$ cat src/rtl/core_mem_arbiter.sv
// Round-robin arbiter giving CORE_COUNT cores turns at a single shared memory port.
// Optional BUSY watchdog is compiled in with `define ARB_TIMEOUT_EN (arb_error tied low otherwise).

module core_mem_arbiter #(
    parameter int CORE_COUNT     = 4,
    parameter int TIMEOUT_CYCLES = 16,
    parameter int ENABLE_SIZE    = 2,
    parameter int ADDR_SIZE      = 16,
    parameter int REG_SIZE       = 32,
    parameter logic [ENABLE_SIZE-1:0] ENABLE_WRITE = ENABLE_SIZE'(2)
) (
    input  logic                              clk,
    input  logic                              reset,
    input  logic [CORE_COUNT*ENABLE_SIZE-1:0] core_enable,
    input  logic [CORE_COUNT*ADDR_SIZE-1:0]   core_addr,
    input  logic [CORE_COUNT*REG_SIZE-1:0]    core_wr_data,
    output logic [CORE_COUNT-1:0]             core_ready,
    output logic [REG_SIZE-1:0]               core_rd_data,
    output logic [ENABLE_SIZE-1:0]            mem_enable,
    output logic [ADDR_SIZE-1:0]              mem_addr,
    output logic [REG_SIZE-1:0]               mem_wr_data,
    input  logic [REG_SIZE-1:0]               mem_rd_data,
    input  logic                              mem_ready,
    output logic                              arb_error
);

    localparam int PTR_W = (CORE_COUNT > 1) ? $clog2(CORE_COUNT) : 1;

    if (CORE_COUNT < 2 || CORE_COUNT > 16 || TIMEOUT_CYCLES < 1) begin : g_bad_cfg
        $error("core_mem_arbiter: CORE_COUNT must be 2..16 and TIMEOUT_CYCLES >= 1");
    end

    typedef enum logic [1:0] {
        ST_IDLE = 2'd0,
        ST_BUSY = 2'd1,
        ST_DONE = 2'd2
    } state_e;

    logic [ENABLE_SIZE-1:0] en_s    [CORE_COUNT];
    logic [ADDR_SIZE-1:0]   addr_s  [CORE_COUNT];
    logic [REG_SIZE-1:0]    wdata_s [CORE_COUNT];

    for (genvar g = 0; g < CORE_COUNT; g++) begin : g_unpack
        assign en_s[g]    = core_enable[g*ENABLE_SIZE +: ENABLE_SIZE];
        assign addr_s[g]  = core_addr[g*ADDR_SIZE +: ADDR_SIZE];
        assign wdata_s[g] = core_wr_data[g*REG_SIZE +: REG_SIZE];
    end

    state_e                 state_q, state_d;
    logic [PTR_W-1:0]       rr_ptr_q, rr_ptr_d;
    logic [PTR_W-1:0]       grant_q, grant_d;
    logic [ENABLE_SIZE-1:0] req_en_q, req_en_d;
    logic [ADDR_SIZE-1:0]   req_addr_q, req_addr_d;
    logic [REG_SIZE-1:0]    req_wdata_q, req_wdata_d;
    logic [REG_SIZE-1:0]    rd_data_q, rd_data_d;
    logic [CORE_COUNT-1:0]  core_ready_q, core_ready_d;
    logic [ENABLE_SIZE-1:0] mem_enable_q, mem_enable_d;
    logic                   pick_found_s;
    logic [PTR_W-1:0]       pick_idx_s;
    logic [PTR_W:0]         cand_s;

`ifdef ARB_TIMEOUT_EN
    localparam int TMR_W = $clog2(TIMEOUT_CYCLES + 1);
    logic [TMR_W-1:0] timer_q, timer_d;
    logic             arb_error_q, arb_error_d;
`endif

    // Round-robin search: first requesting core at or above rr_ptr, wrapping to 0.
    always_comb begin
        pick_found_s = 1'b0;
        pick_idx_s   = '0;
        cand_s       = '0;
        for (int i = 0; i < CORE_COUNT; i++) begin
            cand_s = {1'b0, rr_ptr_q} + (PTR_W+1)'(i);
            cand_s = (cand_s >= (PTR_W+1)'(CORE_COUNT)) ? cand_s - (PTR_W+1)'(CORE_COUNT) : cand_s;
            if (!pick_found_s && (en_s[cand_s[PTR_W-1:0]] != '0)) begin
                pick_found_s = 1'b1;
                pick_idx_s   = cand_s[PTR_W-1:0];
            end else begin
                pick_found_s = pick_found_s;
            end
        end
    end

    // Next-state and registered-output computation for the IDLE/BUSY/DONE controller.
    always_comb begin
        state_d      = state_q;
        rr_ptr_d     = rr_ptr_q;
        grant_d      = grant_q;
        req_en_d     = req_en_q;
        req_addr_d   = req_addr_q;
        req_wdata_d  = req_wdata_q;
        rd_data_d    = rd_data_q;
        core_ready_d = '0;
        mem_enable_d = mem_enable_q;
`ifdef ARB_TIMEOUT_EN
        timer_d      = timer_q;
        arb_error_d  = arb_error_q;
`endif
        case (state_q)
            ST_IDLE: begin
                mem_enable_d = '0;
                if (pick_found_s) begin
                    state_d      = ST_BUSY;
                    grant_d      = pick_idx_s;
                    req_en_d     = en_s[pick_idx_s];
                    req_addr_d   = addr_s[pick_idx_s];
                    req_wdata_d  = wdata_s[pick_idx_s];
                    mem_enable_d = en_s[pick_idx_s];
`ifdef ARB_TIMEOUT_EN
                    timer_d      = '0;
`endif
                end else begin
                    state_d = ST_IDLE;
                end
            end
            ST_BUSY: begin
                if (mem_ready) begin
                    state_d      = ST_DONE;
                    mem_enable_d = '0;
                    rd_data_d    = (req_en_q == ENABLE_WRITE) ? '0 : mem_rd_data;
                    core_ready_d = {{(CORE_COUNT-1){1'b0}}, 1'b1} << grant_q;
`ifdef ARB_TIMEOUT_EN
                end else if (timer_q == TMR_W'(TIMEOUT_CYCLES - 1)) begin
                    state_d      = ST_DONE;
                    mem_enable_d = '0;
                    rd_data_d    = '0;
                    arb_error_d  = 1'b1;
                    core_ready_d = {{(CORE_COUNT-1){1'b0}}, 1'b1} << grant_q;
                end else begin
                    timer_d = timer_q + TMR_W'(1);
                end
`else
                end else begin
                    state_d = ST_BUSY;
                end
`endif
            end
            ST_DONE: begin
                // No grant here: a request still held goes through IDLE again first.
                state_d      = ST_IDLE;
                mem_enable_d = '0;
                rr_ptr_d     = (grant_q == PTR_W'(CORE_COUNT - 1)) ? '0 : grant_q + PTR_W'(1);
            end
            default: begin
                state_d      = ST_IDLE;
                mem_enable_d = '0;
            end
        endcase
    end

    // State and datapath registers, cleared asynchronously so an aborted transaction leaves no trace.
    always_ff @(posedge clk or posedge reset) begin
        if (reset) begin
            state_q      <= ST_IDLE;
            rr_ptr_q     <= '0;
            grant_q      <= '0;
            req_en_q     <= '0;
            req_addr_q   <= '0;
            req_wdata_q  <= '0;
            rd_data_q    <= '0;
            core_ready_q <= '0;
            mem_enable_q <= '0;
`ifdef ARB_TIMEOUT_EN
            timer_q      <= '0;
            arb_error_q  <= 1'b0;
`endif
        end else begin
            state_q      <= state_d;
            rr_ptr_q     <= rr_ptr_d;
            grant_q      <= grant_d;
            req_en_q     <= req_en_d;
            req_addr_q   <= req_addr_d;
            req_wdata_q  <= req_wdata_d;
            rd_data_q    <= rd_data_d;
            core_ready_q <= core_ready_d;
            mem_enable_q <= mem_enable_d;
`ifdef ARB_TIMEOUT_EN
            timer_q      <= timer_d;
            arb_error_q  <= arb_error_d;
`endif
        end
    end

    assign core_ready   = core_ready_q;
    assign core_rd_data = rd_data_q;
    assign mem_enable   = mem_enable_q;
    assign mem_addr     = req_addr_q;
    assign mem_wr_data  = req_wdata_q;
`ifdef ARB_TIMEOUT_EN
    assign arb_error    = arb_error_q;
`else
    assign arb_error    = 1'b0;
`endif

endmodule
$ cat config.mk
export PLATFORM = sky130hd
export DESIGN_NAME = core_mem_arbiter
export DESIGN_NICKNAME = d
export VERILOG_FILES = /design/src/rtl/core_mem_arbiter.sv
export SDC_FILE = /design/constraint.sdc
export NUM_CORES = 1
export LEC_CHECK = 0
export CORE_MARGIN = 4
export CORE_UTILIZATION = 45
export DETAILED_ROUTE_END_ITERATION = 10
export HOLD_SLACK_MARGIN = 0.15
export PLACE_DENSITY_LB_ADDON = 0.05
export SYNTH_ARGS = -nofsm -noshare
export SYNTH_HDL_FRONTEND = slang
export SYNTH_SLANG_ARGS = --single-unit
$ cat constraint.sdc
create_clock -name clk -period 3.2 [get_ports clk]
set_input_delay 0.48 -clock clk [delete_from_list [all_inputs] [get_ports clk]]
set_output_delay 0.48 -clock clk [all_outputs]
set_load 0.02 [all_outputs]
# After elaboration in Yosys (flattened, before gate mapping)
# Cells that the tools add are included.
# totals
regBits,94
latch_bits,0
mem_bits_rw,0
mem_bits_ro,0
elab_cells,93
n_memories,0
# classes
add_sub_neg,8
mul,0
div,0
n_lt_le_gt_ge,9
n_eq_ne,5
shifts,1
muxes,43
bitwise_logic,5
reduce_logical,13
# op_table
cell,count
$mux 32,3
$bmux 32 s2,1
$mux 2,22
$bmux 16 s2,1
$mux 16,2
$ge 3x3->1 const B,8
$bmux 2 s2,5
$not 2->3,5
$mux 4,2
$pmux 2 s2,2
$reduce_bool 2->1,4
$sub 2x1->2 const B,4
$add 2x2->3 const B,2
$eq 2x2->1 const B,3
$mux 1,5
$reduce_and 2->1,2
$shl 1x2->4 const A,1
$add 2x1->3 const B,1
$ge 2x3->1 const B,1
$logic_and 1x1->1,3
$logic_not 1->1,3
$add 2x1->2 const B,1
$eq 2x1->1 const B,1
$logic_not 2->1,1
$ne 2x2->1 const B,1

# Longest topological paths before layout
# Gate-level depths: netlist of the first run.
# logic_depth
depth_word,23
depth_mapped,8
ltp_nobuf,4

# Worst setup path after synthesis of the first run
# OpenSTA, ideal clock, no wires.
# synth_path
path_kind,input -> register
start,in core_enable[4]
end,"reg req_wdata_q[19], in the netlist mem_wr_data[19]"
arrival_ps,1939
required_ps,3058
slack_ps,1118
path_stages,8
path_buffers,4
cell_sequence,or2_1 -> buf_2 -> a311o_1 -> buf_6 -> buf_6 -> buf_6 -> a311oi_2 -> o221ai_1
# synth_via
elab_chain_len,18
elab_cells_between_ends,35
# synth_rtl
element,line,source
"start, declared",14,"input logic [CORE_COUNT*ENABLE_SIZE-1:0] core_enable,"
$bmux 2 s2,76,if (!pick_found_s && (en_s[cand_s[PTR_W-1:0]] != '0)) begin
$mux 2 (not written as such) (2 in a row),76,
$reduce_bool 2->1,76,
$mux 1,76,
$logic_not 1->1,76,
$logic_and 1x1->1,76,
$mux 1,76,
$logic_not 1->1,76,
$logic_and 1x1->1,76,
$mux 1,76,
$logic_not 1->1,76,
$logic_and 1x1->1,76,
$mux 2,76,
$not 2->3 (not written as such),108,req_wdata_d = wdata_s[pick_idx_s];
$bmux 32 s2,108,
$mux 32 (not written as such) (2 in a row),108,
"end signal, assigned",174,req_wdata_q <= req_wdata_d;
"end, declared",54,"logic [REG_SIZE-1:0] req_wdata_q, req_wdata_d;"
# Parallel ways exist; a longest one is shown, timed or not. The select of a mux whose other input is x is not followed.
# A chain may end at the register's enable or synchronous reset.

# Final worst setup path of the first run
# layout_path
start,in core_enable[0]
end,"reg req_addr_q[9], in the netlist mem_addr[9]"
# layout_via
elab_chain_len,18
elab_cells_between_ends,35
# layout_rtl
element,line,source
$bmux 2 s2,76,
$mux 2 (not written as such) (2 in a row),76,
$reduce_bool 2->1,76,
$mux 1,76,
$logic_not 1->1,76,
$logic_and 1x1->1,76,
$mux 1,76,
$logic_not 1->1,76,
$logic_and 1x1->1,76,
$mux 1,76,
$logic_not 1->1,76,
$logic_and 1x1->1,76,
$mux 2,76,
$not 2->3 (not written as such),107,req_addr_d = addr_s[pick_idx_s];
$bmux 16 s2,107,
$mux 16 (not written as such) (2 in a row),107,
"end signal, assigned",173,req_addr_q <= req_addr_d;
"end, declared",53,"logic [ADDR_SIZE-1:0] req_addr_q, req_addr_d;"
# Parallel ways exist; a longest one is shown, timed or not. The select of a mux whose other input is x is not followed.

==> results.py, run 1 <==
metrics = {
    "run_status": {
        "status": "completed",
    },
    "worst_setup_path": {
        "cp.required_ps": 3420,
        "crit_type": "input pin to register",
        "crit_slowest_cell": "o31ai_4",
        "cp.arrival_ps": 2770,
        "crit_chain": "clkdlybuf4s50_1 > o21ai_4 > a21oi_1 > o31ai_4 > buf_4 > o221ai_1",
        "crit_family": "compound AO/OA/AOI/OAI gates",
        "start_kind": "input pin",
        "timing.critical_path.buf_inv": 2,
        "max_stage_delay_ps": 820,
        "cp-end-kind": "register",
        "crit_path_max_fanout": 17,
    },
    "placement": {
        "routabilityCongestion": 0.864,
        "dp_hpwl_mm": 20.6,
        "portBuffers": 320,
        "place_inst": 1415,
        "place_area_um2": 11500,
    },
    "run": {
        "maxCapViolations": 0,
    },
    "clock_tree": {
        "cts_buffer_depth": 2,
        "cts_setup_buffers": 0,
        "cts_buffers": 9,
        "cts_root_buf": "clkbuf_16",
        "insertion_delay_ps": 360,
        "path_clk_slew_ps": 80,
        "cts.sinks": 94,
        "cts_tree": "built",
        "cts-htree-levels": 3,
        "hold_buffers": 0,
        "cts_resized": 0,
    },
    "global_routing": {
        "antenna_found_initial": 2,
        "grt_max_degree": 107,
        "overflow": 0,
        "grt_pass1_wl_mm": 50.5,
        "grt_use_total_pct": 30.8,
        "grt_pass1_vias": 8868,
    },
    "routing": {
        "drt-total-wl_mm": 32.7,
        "drtIter0Drc": 1003,
        "firstDrtPassIters": 6,
        "detail_route.vias_per_cell": 6.45,
        "dr_total_vias": 9238,
        "wire_per_inst_um": 22.8,
        "drcViolationCount": 0,
        "antenna_left": 0,
    },
    "synth": {
        "synth_edf_count": 0,
        "async_reset_ff_share_pct": 100,
        "synth_warnings": 0,
        "ys.flop_type": "dfrtp_1",
        "ys_ff_latch": 94,
        "synthesis.nets": 1220,
        "synth_cell_type_count": 40,
        "syn_area_per_cell_um2": 8.26,
        "syn-cell-area_um2": 8100,
        "seq_area_frac_synth_pct": 29.0,
        "synthCells": 981,
    },
    "layout": {
        "stdcell_count": 1432,
        "area_growth_pct": 45.4,
        "final_layout_size_suffix_gt1_share_pct": 13.6,
        "multiInputGateArea_um2": 4840,
        "layout_commonest_cell": "clkdlybuf4s50_1",
        "fillers": 1492,
        "layout_common_cells": "clkdlybuf4s50_1 (318), a311oi_1 (186), nand2_1 (117)",
        "layout.area.seq_um2": 2360,
        "nets": 1440,
        "finalInstanceArea_um2": 11800,
    },
    "timing": {
        "worst_slew_pin_slew_ps": 1040,
        "maxSlewViolCount": 0,
        "finalHoldViolations": 0,
        "finalSetupTns_ps": 0,
        "slew_headroom_pct": 30.5,
        "period_needed_ps": 2560,
        "setup_viol": 0,
        "rsz0062_at_grt": "no",
        "fin_skew_ps": 5.53,
        "fin_crit_sh_pct": 80.0,
        "max_freq_mhz": 391,
    },
    "floorplan": {
        "core_um2": 17500,
        "die_h_um": 142,
        "rows": 48,
        "boundaryPins": 322,
        "die_area_um2": 20200,
        "die_w_um": 142,
        "start_util_pct": 46.4,
    },
    "power": {
        "p_leak_nw": 4.55,
        "p_per_area_nw_per_um2": 747,
        "power_w": 0.00880,
        "ir_drop_v": 0.000490,
    },
    "worst_hold_path": {
        "hp-class": "register to register",
    },
}
[worst reg2reg max path, stage by stage (launching register included)]
cell and delay, ps:
dfrtp_4 550, nor3_1 200, a211oi_1 110, o31ai_4 850, buf_4 320, o221ai_1 110
[sequential cells by signal (all words and copies together) (netlist names)]
register / count
core_ready: 4
mem_addr: 16
mem_enable: 2
rr_ptr_q: 2
mem_wr_data: 32
core_rd_data: 32
req_en_q: 2
state_q: 2
grant_q: 2
[report_power, final]
part	internal, W	switching (W)	leakage, nW
clock network	0.000548	0.000540	0.140
registers	0.00174	0.000351	1.18
logic	0.00235	0.00327	3.22
total	0.00463	0.00416	4.55
[layout make-up]
| class | instances | area share [%] |
|---|---|---|
| clock inverter | 7 | 0.552 |
| antenna | 1 | 0.0212 |
| multi-input combinational | 639 | 41.1 |
| sequential | 94 | 20.0 |
| inverter | 104 | 3.33 |
| tap | 225 | 2.39 |
| clock buffer | 9 | 1.91 |
| timing repair buffer | 353 | 30.7 |
[synthesized netlist by cell type, types with 2 or more instances]
cell	count	area share, %
o21ai_1	2	0.12
or3b_2	87	9.4
buf_2	14	0.86
nand2_1	117	5.4
or2_1	3	0.23
a311oi_2	10	1.9
nor2_1	5	0.23
dfrtp_1	94	29
inv_1	103	4.8
o221ai_1	52	5.6
buf_1	7	0.32
nand2b_1	2	0.15
o21bai_1	2	0.19
clkbuf_1	118	5.5
a21oi_1	2	0.12
a311oi_1	186	20
o31ai_1	2	0.19
or3b_1	11	1.2
nor3_1	2	0.12
ha_1	4	0.62
a211oi_1	99	9.2
and2_1	4	0.31
or2_2	2	0.15
nand3_1	33	2.0
a2bb2oi_1	2	0.22
buf_6	4	0.56
[path summary, 6_finish.rpt]
path / from / to / slack, ps / cells past startpoint
max: core_enable[0] / mem_addr[9] / 640 / 6
min: core_rd_data[21] / core_rd_data[21] / 470 / 2
max reg2reg: rr_ptr_q[1] / mem_addr[9] / 910 / 5
min reg2reg: core_rd_data[21] / core_rd_data[21] / 470 / 2
max in group asynchronous: reset / mem_addr[9] / 1910 / 3
min in group asynchronous: reset / core_rd_data[27] / 590 / 2
[logic make-up after synthesis]
family                   after synthesis  synth area share, %
AND/OR/NAND/NOR                      269                 19.5
multiplexers                           1                0.139
adder cells (fa/ha/maj)                4                0.618
AO/OA/AOI/OAI                        364                 38.5
other                                  1               0.0463
buffers and inverters                248                 12.1
flip-flops                            94                 29.0
[layer usage]
layer,track usage [%],routed length [um],vias to the layer above
met5,0,22,-
met4,9.29,872,4
met3,6.69,3390,50
met2,49.0,15500,485
met1,42.1,12900,4408
li1,-,-,4291
[per-stage QoR]
| step | utilization, % | hold WS [ps] | setup slack (ps) |
|---|---|---|---|
| 4_1_cts | 67.4 | 471 | 643 |
| 5_1_grt | 67.4 | 489 | 476 |
| 3_3_place_gp | 65.7 | 449 | 325 |
| 6_report | 67.4 | 469 | 640 |
| 2_1_floorplan | - | 447 | 271 |
| 3_5_place_dp | 65.7 | 454 | 291 |
Power figures use the tool's default switching activity.
==> inputs of run 2 (changes only) <==
--- a/config.mk
+++ b/config.mk
@@ -6,7 +6,7 @@
 export NUM_CORES = 1
 export LEC_CHECK = 0
 export CORE_MARGIN = 4
-export CORE_UTILIZATION = 45
+export CORE_UTILIZATION = 41
 export DETAILED_ROUTE_END_ITERATION = 10
 export HOLD_SLACK_MARGIN = 0.15
 export PLACE_DENSITY_LB_ADDON = 0.05
==> constraint.sdc (replaced) <==
create_clock -name clk -period 2.3 [get_ports clk]
set_input_delay 0.345 -clock clk [delete_from_list [all_inputs] [get_ports clk]]
set_output_delay 0.345 -clock clk [all_outputs]
set_load 0.02 [all_outputs]
==> run 2 against run 1 <==
  * Sequential cell count did not move
  * Total power grew 45%
  * First-iteration DRC count shrank 38%
  * Non-clock buffer count up 41
  * Global-route usage shrank 1.3 points
  * Combinational power grew 48%
  * Utilization down 4.2 points
  * Clock-buffer cell count did not move
  * Critical path type unchanged
  * Largest cell class unchanged
  * Highest routed layer unchanged
==> results.py, run 2 (synthesis gave the netlist of run 1 again) <==
metrics = {
    "run_status": {
        "status": "completed",
    },
    "worst_setup_path": {
        "crit_path_max_fanout": 38,
        "crit_slowest_cell": "a311o_2",
        "crit_chain": "clkdlybuf4s50_1 > buf_4 > o21ai_4 > a311o_2 > buf_12 > a311oi_1 > o221ai_1",
        "critPathLaunch": "core_enable[1]",
        "cp.arrival_ps": 2500,
        "cp-end-kind": "register",
        "rr_startpoint": "state_q[0]",
        "start_kind": "input pin",
        "crit_type": "input pin to register",
        "r2r_end": "mem_wr_data[29]",
        "endpoint": "mem_wr_data[14]",
        "rrSetupSlack_ps": 110,
        "r2r_cells": 5,
        "max_stage_delay_ps": 570,
        "cp.required_ps": 2530,
    },
    "placement": {
        "portBuffers": 320,
        "routabilityCongestion": 0.896,
        "dp_hpwl_mm": 21.8,
    },
    "layout": {
        "nets": 1481,
        "layout_commonest_cell": "clkdlybuf4s50_1",
        "final_layout_size_suffix_gt1_share_pct": 16.4,
        "area_growth_pct": 51.9,
        "multiInputGateArea_um2": 4840,
        "layout.area.seq_um2": 2360,
        "fillers": 1695,
        "layout_common_cells": "clkdlybuf4s50_1 (318), a311oi_1 (186), nand2_1 (117)",
    },
    "power": {
        "power_frac_comb_pct": 65.1,
        "p_sw_share_pct": 46.8,
        "ir_drop_v": 0.000541,
        "p_leak_nw": 4.80,
        "internal_power_w": 0.00678,
        "power.switching_w": 0.00596,
        "power_frac_clock_pct": 12.6,
        "power_w": 0.0127,
        "p_seq_share_pct": 22.3,
        "p_per_area_nw_per_um2": 1040,
    },
    "run": {
        "maxCapViolations": 0,
    },
    "clock_tree": {
        "cts_buffer_depth": 2,
        "cts_tree": "built",
        "path_clk_slew_ps": 90,
        "cts-htree-levels": 3,
        "hold_buffers": 0,
        "cts_root_buf": "clkbuf_16",
        "insertion_delay_ps": 370,
        "cts.sinks": 94,
        "cts_buffers": 9,
    },
    "timing": {
        "slew_headroom_pct": 54.8,
        "rsz0062_at_grt": "no",
        "finalHoldViolations": 0,
        "fin_crit_sh_pct": 98.7,
        "worst_slew_pin_slew_ps": 677,
        "setup_viol": 0,
        "finalHoldWorstSlack_ps": 367,
        "finalSetupTns_ps": 0,
        "period_needed_ps": 2270,
        "maxSlewViolCount": 0,
        "fin_skew_ps": 13.4,
        "max_freq_mhz": 441,
    },
    "global_routing": {
        "grt_pass1_vias": 9310,
        "grt_max_degree": 101,
        "grt_pass1_wl_mm": 52.8,
        "grt_use_total_pct": 29.5,
        "overflow": 0,
        "antenna_found_initial": 4,
    },
    "floorplan": {
        "die_area_um2": 22100,
        "die_w_um": 149,
        "core_um2": 19500,
        "rows": 51,
        "start_util_pct": 41.6,
        "die_h_um": 149,
        "boundaryPins": 322,
    },
    "worst_hold_path": {
        "hp-class": "input pin to async pin",
    },
    "routing": {
        "dr_total_vias": 9498,
        "wire_per_inst_um": 22.5,
        "drt-total-wl_mm": 34.1,
        "drtIter0Drc": 622,
        "drcViolationCount": 0,
        "detail_route.vias_per_cell": 6.27,
        "firstDrtPassIters": 5,
        "antenna_left": 0,
    },
}
## run 2: per-stage QoR
step / util, % / cell area, um2 / cells / worst slack, ps
2_1_floorplan: - / 8110 / 981 / 353
3_3_place_gp: 61.6 / 12000 / 1496 / -281
3_5_place_dp: 61.6 / 12000 / 1496 / -368
4_1_cts: 63.2 / 12300 / 1512 / 11.9
5_1_grt: 63.2 / 12300 / 1515 / 0.346
6_report: 63.2 / 12300 / 1515 / 30.4
## run 2: metal layers
metal	GRT usage (%)	share of wire [%]	vias up
met5	0	0.059	-
met4	11.3	2.6	2
met3	6.67	9.9	52
met2	46.9	48	520
met1	39.3	40	4548
li1	-	-	4376
## run 2: repair_timing
| item | in CTS | in global routing |
|---|---|---|
| resized for setup | 0 | 0 |
| setup buffers | 0 | 0 |
| setup endpoints to repair | 0 | 2 |
## run 2: power groups by stage
stage / clock network (W) / registers [W] / logic [W]
floorplan: 0 / 0.00363 / 0.00366
global placement: 0 / 0.00286 / 0.00821
detailed placement: 0 / 0.00286 / 0.00828
CTS: 0.00163 / 0.00284 / 0.00829
global route: 0.00169 / 0.00294 / 0.00885
finish: 0.00160 / 0.00285 / 0.00829
## run 2: layout make-up
class / count / area share (%)
tap: 265 / 2.69
clock buffer: 9 / 1.83
timing repair buffer: 394 / 33.1
multi-input combinational: 639 / 39.3
inverter: 104 / 3.20
clock inverter: 7 / 0.620
antenna: 3 / 0.0610
sequential: 94 / 19.1
## run 2: worst min path at each step
stage                             endpoint  slack, ps  cells after the start
final                        mem_enable[1]        370                      2
after global routing      core_rd_data[17]        420                      2
after CTS                 core_rd_data[15]        380                      2
after detailed placement  core_rd_data[24]        450                      2
after global placement     core_rd_data[6]        450                      2
after floorplan                req_en_q[0]        450                      2
## run 2: critical path: cells and delay by family
kind | cells | cell delay (ps)
AO/OA/AOI/OAI | 4 | 1210
buffers and inverters | 3 | 940
